File: src/rtl/bcd_timer_chain.sv
// bcd_timer_chain: prescaled up/down BCD digit cascade with per-digit modulus,
// clamped preset, sticky zero flag, lap-hold display and active-low 7-segment drive.
module bcd_timer_chain #(
   parameter int          CLK_HZ     = 50000000,
   parameter int          TICK_HZ    = 1,
   parameter int          NUM_DIGITS = 4,
   parameter logic [31:0] DIGIT_MAX  = 32'h5959_5959
) (
   input  logic                    CLK,
   input  logic                    RST_N,
   input  logic                    RUN,
   input  logic                    DIR,
   input  logic                    LOAD,
   input  logic [4*NUM_DIGITS-1:0] LOAD_VALUE,
   input  logic                    LAP,
   output logic [4*NUM_DIGITS-1:0] COUNT,
   output logic [4*NUM_DIGITS-1:0] DISP,
   output logic [7*NUM_DIGITS-1:0] HEX,
   output logic                    TICK,
   output logic                    WRAP,
   output logic                    DONE
);
   localparam int W   = 4*NUM_DIGITS;
   localparam int DIV = CLK_HZ/TICK_HZ;
   localparam int PW  = $clog2(DIV);
   localparam logic [6:0] GLYPH [16] = '{
      7'b1000000, 7'b1111001, 7'b0100100, 7'b0110000,
      7'b0011001, 7'b0010010, 7'b0000010, 7'b1111000,
      7'b0000000, 7'b0010000, 7'b0001000, 7'b0000011,
      7'b1000110, 7'b0100001, 7'b0000110, 7'b0001110};
   logic [PW-1:0] presc;
   logic [W-1:0]  up_nxt, dn_nxt, ld_val;
   logic          all_max, all_zero;
   logic          expire;
   // ripple enables: a digit moves only when every lower digit sits at its limit
   always_comb begin
      logic [3:0] d, m;
      logic       c_up, c_dn;
      d = '0;
      m = '0;
      c_up = 1'b1;
      c_dn = 1'b1;
      up_nxt = COUNT;
      dn_nxt = COUNT;
      ld_val = LOAD_VALUE;
      for (int k = 0; k < NUM_DIGITS; k++) begin
         d = COUNT[4*k +: 4];
         m = DIGIT_MAX[4*k +: 4];
         up_nxt[4*k +: 4] = c_up ? (d == m ? 4'd0 : d + 4'd1) : d;
         dn_nxt[4*k +: 4] = c_dn ? (d == 4'd0 ? m : d - 4'd1) : d;
         ld_val[4*k +: 4] = LOAD_VALUE[4*k +: 4] > m ? m : LOAD_VALUE[4*k +: 4];
         c_up = c_up & (d == m);
         c_dn = c_dn & (d == 4'd0);
      end
      all_max = c_up;
      all_zero = c_dn;
   end
   assign expire = RUN && presc == PW'(DIV-1);
   always_ff @(posedge CLK or negedge RST_N) begin
      if (!RST_N) begin
         presc <= '0;
         COUNT <= '0;
         DISP  <= '0;
         TICK  <= 1'b0;
         WRAP  <= 1'b0;
         DONE  <= 1'b0;
      end else begin
         TICK <= 1'b0;
         WRAP <= 1'b0;
         DISP <= LAP ? DISP : COUNT;
         if (LOAD) begin
            COUNT <= ld_val;
            presc <= '0;
            DONE  <= 1'b0;
         end else if (expire) begin
            presc <= '0;
            TICK  <= 1'b1;
            WRAP  <= !DIR && all_max;
            COUNT <= DIR ? (all_zero ? COUNT : dn_nxt) : up_nxt;
            DONE  <= DONE | (DIR & (all_zero | dn_nxt == '0));
         end else if (RUN) begin
            presc <= presc + 1'b1;
         end
      end
   end
   for (genvar i = 0; i < NUM_DIGITS; i++) begin : g_hex
      assign HEX[7*i +: 7] = GLYPH[DISP[4*i +: 4]];
   end
endmodule

File: config.mk
export PLATFORM = sky130hd
export DESIGN_NAME = bcd_timer_chain
export DESIGN_NICKNAME = d
export VERILOG_FILES = /design/src/rtl/bcd_timer_chain.sv
export SDC_FILE = /design/constraint.sdc
export NUM_CORES = 1
export LEC_CHECK = 0
export BUFFER_PORTS_ARGS = -buffer_cell sky130_fd_sc_hd__buf_2
export CAP_MARGIN = 20
export CORE_MARGIN = 2
export CORE_UTILIZATION = 60
export CTS_CLUSTER_DIAMETER = 30
export DETAILED_ROUTE_END_ITERATION = 16
export HOLD_SLACK_MARGIN = 0.02
export PLACE_DENSITY = 0.95
export SYNTH_ARGS = -nofsm -noshare
export SYNTH_HDL_FRONTEND = slang
export SYNTH_SLANG_ARGS = --single-unit
File: constraint.sdc
create_clock -name CLK -period 4.05 [get_ports CLK]
set_input_delay 1.215 -clock CLK [delete_from_list [all_inputs] [get_ports CLK]]
set_output_delay 1.215 -clock CLK [all_outputs]
set_load 0.01 [all_outputs]
### After elaboration in Yosys (flattened, before gate mapping)

Memory sizes are Yosys's and may differ from the RTL's.
Cells that the tools add are included.

| operators by class | value |
|---|---|
| add/subtract/negate cells | 9 |
| magnitude comparators | 8 |
| eq/ne operators | 6 |
| mux-type cells | 39 |
| bitwise gates (word level) | 13 |
| reductions and logical operators | 17 |

Operators with widths:

| operator | count |
|---|---|
| $mux 26 | 3 |
| $mux 4 | 18 |
| $mux 16 | 4 |
| $mux 7 | 8 |
| $add 26x1->26 const B | 1 |
| $eq 26x26->1 const B | 1 |
| $ge 5x5->1 const B | 4 |
| $not 4->5 | 4 |
| $add 4x1->4 const B | 4 |
| $logic_not 16->1 | 1 |
| $logic_not 4->1 | 4 |
| $sub 4x1->4 const B | 4 |
| $reduce_bool 3->1 | 4 |
| $reduce_and 3->1 | 3 |
| $eq 4x3->1 const B | 2 |
| $eq 4x4->1 const B | 2 |
| $gt 4x3->1 const B | 2 |
| $gt 4x4->1 const B | 2 |
| $and 1x1->1 | 7 |
| $mux 1 | 6 |
| $ne 3x3->1 const B | 1 |
| $logic_and 1x1->1 | 2 |
| $or 1x1->1 | 2 |
| $reduce_and 2->1 | 1 |
| 2 further kinds | 2 |

| storage, ports and cells | value |
|---|---|
| bits in registers | 61 |
| ROM bits | 448 |
| input port bits | 22 |
| output and inout bits | 63 |
| logic and storage cells | 105 |
| memories kept | 4 |

Memories:

| memory | depth | width | read ports | clocked after memory_dff | write ports | RTL line | text |
|---|---|---|---|---|---|---|---|
| (name not given) | 16 | 7 | 1 | 0 | 0 | 87 | `assign HEX[7*i +: 7] = GLYPH[DISP[4*i +: 4]];` |
| (name not given) | 16 | 7 | 1 | 0 | 0 | 87 |  |
| (name not given) | 16 | 7 | 1 | 0 | 0 | 87 |  |
| (name not given) | 16 | 7 | 1 | 0 | 0 | 87 |  |

### Depth between registers and ports, before layout

| logic depth | value |
|---|---|
| depth after elaboration | 10 |
| gate-level depth with buffers | 7 |
| depth with buffers taken out | 6 |

### Least setup slack after synthesis

No wires, ideal clock.

| timing | value |
|---|---|
| path type | input to register |
| start point | in RUN |
| end point | reg COUNT[4] |
| library setup time | 0.082 ns |
| arrival time | 2.835 ns |
| data required time | 3.968 ns |
| setup slack | 1.133 ns |
| stages | 7 |
| path buffers | 2 |
| cell sequence | buf_2 > nand2_1 > nand4bb_2 > a311o_1 > buf_2 > or4_1 > a31oi_1 |

| between the ends | value |
|---|---|
| word-level cells in the longest chain between the ends | 3 |

RTL lines:

| element | RTL line | text |
|---|---|---|
| start: declaration | 11 | `input logic RUN,` |
| $logic_and 1x1->1 | 58 | `assign expire = RUN && presc == PW'(DIV-1);` |
| $reduce_bool 2->1 (no line) | n/a |  |
| $reduce_and 3->1 (no line) | n/a |  |
| end signal: assignment | 72 | `COUNT <= ld_val;` |
| end signal: assignment | 79 | `COUNT <= DIR ? (all_zero ? COUNT : dn_nxt) : up_nxt;` |
| end: declaration | 16 | `output logic [4*NUM_DIGITS-1:0] COUNT,` |

No other way between the ends.
A chain may end at the register's enable or synchronous reset.

### Final worst setup path

| timing | value |
|---|---|
| start point | reg DISP[5] |
| end point | out HEX[7] |

| between the ends | value |
|---|---|
| word-level cells in the longest chain between the ends | 4 |

RTL lines:

| element | RTL line | text |
|---|---|---|
| start: declaration | 17 | `output logic [4*NUM_DIGITS-1:0] DISP,` |
| start signal: assignment | 70 | `DISP <= LAP ? DISP : COUNT;` |
| $not 4->5 (not written as such) | 87 |  |
| $mem_v2 16x7 | n/a |  |
| $mux 7 (not written as such) (2 in a row) | 87 |  |
| end: declaration | 18 | `output logic [7*NUM_DIGITS-1:0] HEX,` |

No other way between the ends. The select of a mux whose other input is x is not followed.

==> load_flow_metrics.sql <==
INSERT INTO impl_metrics (metric_group, metric, value, unit) VALUES
('outcome', 'outcome', 'completed', ''),
('finish', 'filler_cell_count', '572', ''),
('logic_synthesis', 'synth.cell_area', '4720', 'µm²'),
('die', 'die_h', '92.7', 'µm'),
('placed_design', 'io_buffers', '84', ''),
('finish', 'stdcell_count', '706', ''),
('clock_tree', 'hold_fix_buffer_count_after_cts', '0', ''),
('timing', 'finalMaxSlewViolations', '0', ''),
('clock_tree', 'post_cts.resized_instances', '0', ''),
('pwr', 'power.total', '1980', 'µW'),
('logic_synthesis', 'synth-main-ff-cell', 'dfrtp_1', ''),
('worst_setup_path', 'crit_required', '2.83', 'ns'),
('pwr', 'vdd.ir_drop.worst', '0.260', 'mV'),
('logic_synthesis', 'postSynthAreaPerCell', '8.80', 'µm²'),
('timing', 'timing_hold_violations_final', '0', ''),
('pwr', 'total_leakage_power', '0.00238', 'µW'),
('timing', 'fin_tns_setup', '0', 'ns'),
('worst_setup_path', 'startpoint_type', 'flip-flop', ''),
('worst_setup_path', 'worstPathCellList', 'inv_1, ha_1, nor2b_1, or3b_2, o21ai_0, buf_2', ''),
('logic_synthesis', 'synthesis.instances', '536', ''),
('placed_design', 'post_dp_cell_area', '5160', 'µm²'),
('global_route', 'track_usage', '0.298', ''),
('global_route', 'gr-total-overflow', '0', ''),
('timing', 'max_transition_margin', '0.420', ''),
('drt', 'drtPass1Iterations', '5', ''),
('finish', 'antenna_cells_inserted', '0', ''),
('die', 'core_area', '7690', 'µm²'),
('die', 'core.rowCount', '32', ''),
('global_route', 'via_count_of_the_first_global_routing_pass', '4355', ''),
('finish', 'fin_nets', '646', ''),
('timing', 'report.final.setup_viol', '0', ''),
('placed_design', 'gp_congestion', '0.933', ''),
('clock_tree', 'cts_made_buffers', '9', ''),
('worst_setup_path', 'path_max_fanout', '7', ''),
('worst_setup_path', 'worstSetupEndpointType', 'output pin', ''),
('logic_synthesis', 'yosys_warnings', '0', ''),
('finish', 'final_cell_area', '5390', 'µm²'),
('finish', 'finish.utilization', '0.701', ''),
('finish', 'final_layout_size_suffix_gt1_frac', '0.230', ''),
('die', 'design.portCount', '85', ''),
('worst_setup_path', 'criticalPathCategory', 'flip-flop to output pin', ''),
('logic_synthesis', 'synth-seq-cells', '61', ''),
('worst_setup_path', 'critPathMaxStageDelay', '0.46', 'ns'),
('worst_setup_path', 'worstPathArrival', '2.01', 'ns'),
('clock_tree', 'tritoncts_clock_tree', 'built', ''),
('logic_synthesis', 'synth_top_area_cell', 'dfrtp_1', ''),
('drt', 'route.antenna.remaining_nets', '0', ''),
('worst_setup_path', 'timing.reg2reg.worst_path_depth', '5', ''),
('drt', 'first_iter_violations', '469', ''),
('placed_design', 'hpwl', '8670', 'µm'),
('logic_synthesis', 'synthTopCellsByArea', 'dfrtp_1, ha_1, nor2_1', ''),
('clock_tree', 'clock-sinks', '61', ''),
('clock_tree', 'cts_root_buf', 'clkbuf_8', ''),
('global_route', 'grt_antenna_before_repair', '0', ''),
('drt', 'postRouteWirelength', '12400', 'µm'),
('timing', 'maxClockFrequency', '310', 'MHz'),
('timing', 'period_minus_slack', '3.22', 'ns'),
('clock_tree', 'clk_path_buf_depth', '2', ''),
('drt', 'total_via_count_after_detailed_routing', '4582', ''),
('die', 'starting_density_of_the_core', '0.614', ''),
('drt', 'post_drt_wl_per_cell', '17.6', 'µm'),
('logic_synthesis', 'synth_cell_type_count', '70', ''),
('placed_design', 'place.detailed.instances', '690', ''),
('logic_synthesis', 'asyncSetResetFlopFracSynth', '1.00', ''),
('pwr', 'power_density_over_cell_area', '368', 'nW/µm²'),
('hold_path', 'class_of_the_tightest_hold_or_removal_check', 'flip-flop to flip-flop', ''),
('logic_synthesis', 'synth-edff-count', '0', ''),
('die', 'die_w', '92.7', 'µm'),
('clock_tree', 'cts_max_level', '3', ''),
('run', 'cap_viol_max_count', '0', ''),
('finish', 'area_delta_synth_final', '14.2', '%');
[worst paths after layout]
check,startpoint,to,slack [ns]
max,DISP[5],HEX[7],0.83
min,DONE,DONE,0.54
max reg2reg,COUNT[1],COUNT[8],1.33
min reg2reg,DONE,DONE,0.54
max in group asynchronous,RST_N,DISP[9],2.34
min in group asynchronous,RST_N,COUNT[3],0.82
[per-stage QoR]
| step | setup slack [ns] | hold WS [ns] |
|---|---|---|
| global placement | 1.01 | 0.514 |
| global route | 0.695 | 0.553 |
| detailed placement | 0.844 | 0.516 |
| CTS | 0.839 | 0.530 |
| floorplan | 1.13 | 0.532 |
| finish | 0.828 | 0.537 |
[metal layers]
layer | track usage | share of wire
met2 | 0.486 | 0.48
met1 | 0.384 | 0.42
met3 | 0.0700 | 0.079
met4 | 0.124 | 0.020
met5 | 0 | 0
[area by class of cell]
type                            instances  area, µm²  area share
Multi-Input combinational cell        416       2970       0.551
Sequential cell                        61       1530       0.283
Timing Repair Buffer                   89        458      0.0850
Clock inverter                          3       67.6      0.0125
Clock buffer                           13        159      0.0295
Tap cell                              102        128      0.0237
Inverter                               22       82.6      0.0153
[worst max-delay path: cells and delay by family (launching register included)]
kind | cells | cell delay (ns)
fa+ha+maj | 1 | 0.26
simple gates | 2 | 0.55
buf+inv | 2 | 0.30
flops | 1 | 0.46
compound gates | 1 | 0.08
[logic make-up after synthesis]
family / synth area share
buf+inv: 0.0480
simple gates: 0.247
fa+ha+maj: 0.0663
mux: 0.0872
flops: 0.324
xor+xnor: 0.0390
compound gates: 0.189
[Yosys cell counts (5+ instances only)]
library cell and n:
xor2_1 12, o31ai_1 7, nor2b_1 15, or4_1 6, a22o_1 12, nor2_1 53, o21ai_0 32, inv_1 21
or3_1 6, nand3b_1 6, clkbuf_1 31, a31oi_1 10, nor4_1 6, nand4_1 10, ha_1 25, or2_2 5
nor3_1 13, mux2_2 17, nand3_1 16, and2_1 9, dfrtp_1 61, o22ai_1 5, a32o_1 6, nand2b_1 11
nand2_1 26, mux2i_1 13, xnor2_1 9, a21oi_1 17
[state kept, by name, summed over array words and instances, names as in the netlist]
| signal | flops |
|---|---|
| COUNT | 16 |
| TICK | 1 |
| presc | 26 |
| DISP | 16 |
| DONE | 1 |
| WRAP | 1 |
[cells in the final DEF (no fill, tap or decap), types with 6 or more instances in the layout]
cell      Yosys  final
nor3_1       13     13
nand3b_1      6      6
nand2_1      26     26
nand2b_1     11     11
o31ai_1       7      7
and2_1        9      9
xnor2_1       9      9
a21oi_1      17     17
nor4_1        6      6
a31oi_1      10     10
a32o_1        6      6
nor2_1       53     53
dfrtp_1      61     61
mux2i_1      13     13
o21ai_0      32     31
a22o_1       12     12
mux2_2       17     17
inv_1        21     21
or3_1         6      6
buf_2         3     84
nand3_1      16     16
ha_1         25     25
clkbuf_8      0     11
or4_1         6      6
nand4_1      10     10
nor2b_1      15     15
xor2_1       12     12
[where the power goes]
| group | total (µW) | leakage (µW) | switching (µW) | internal (µW) |
|---|---|---|---|---|
| registers | 771 | 0.000796 | 122 | 649 |
| logic | 579 | 0.00148 | 307 | 272 |
| clock network | 634 | 0.000110 | 253 | 381 |
| total | 1980 | 0.00238 | 682 | 1300 |
(Power assumes the default switching activity.)
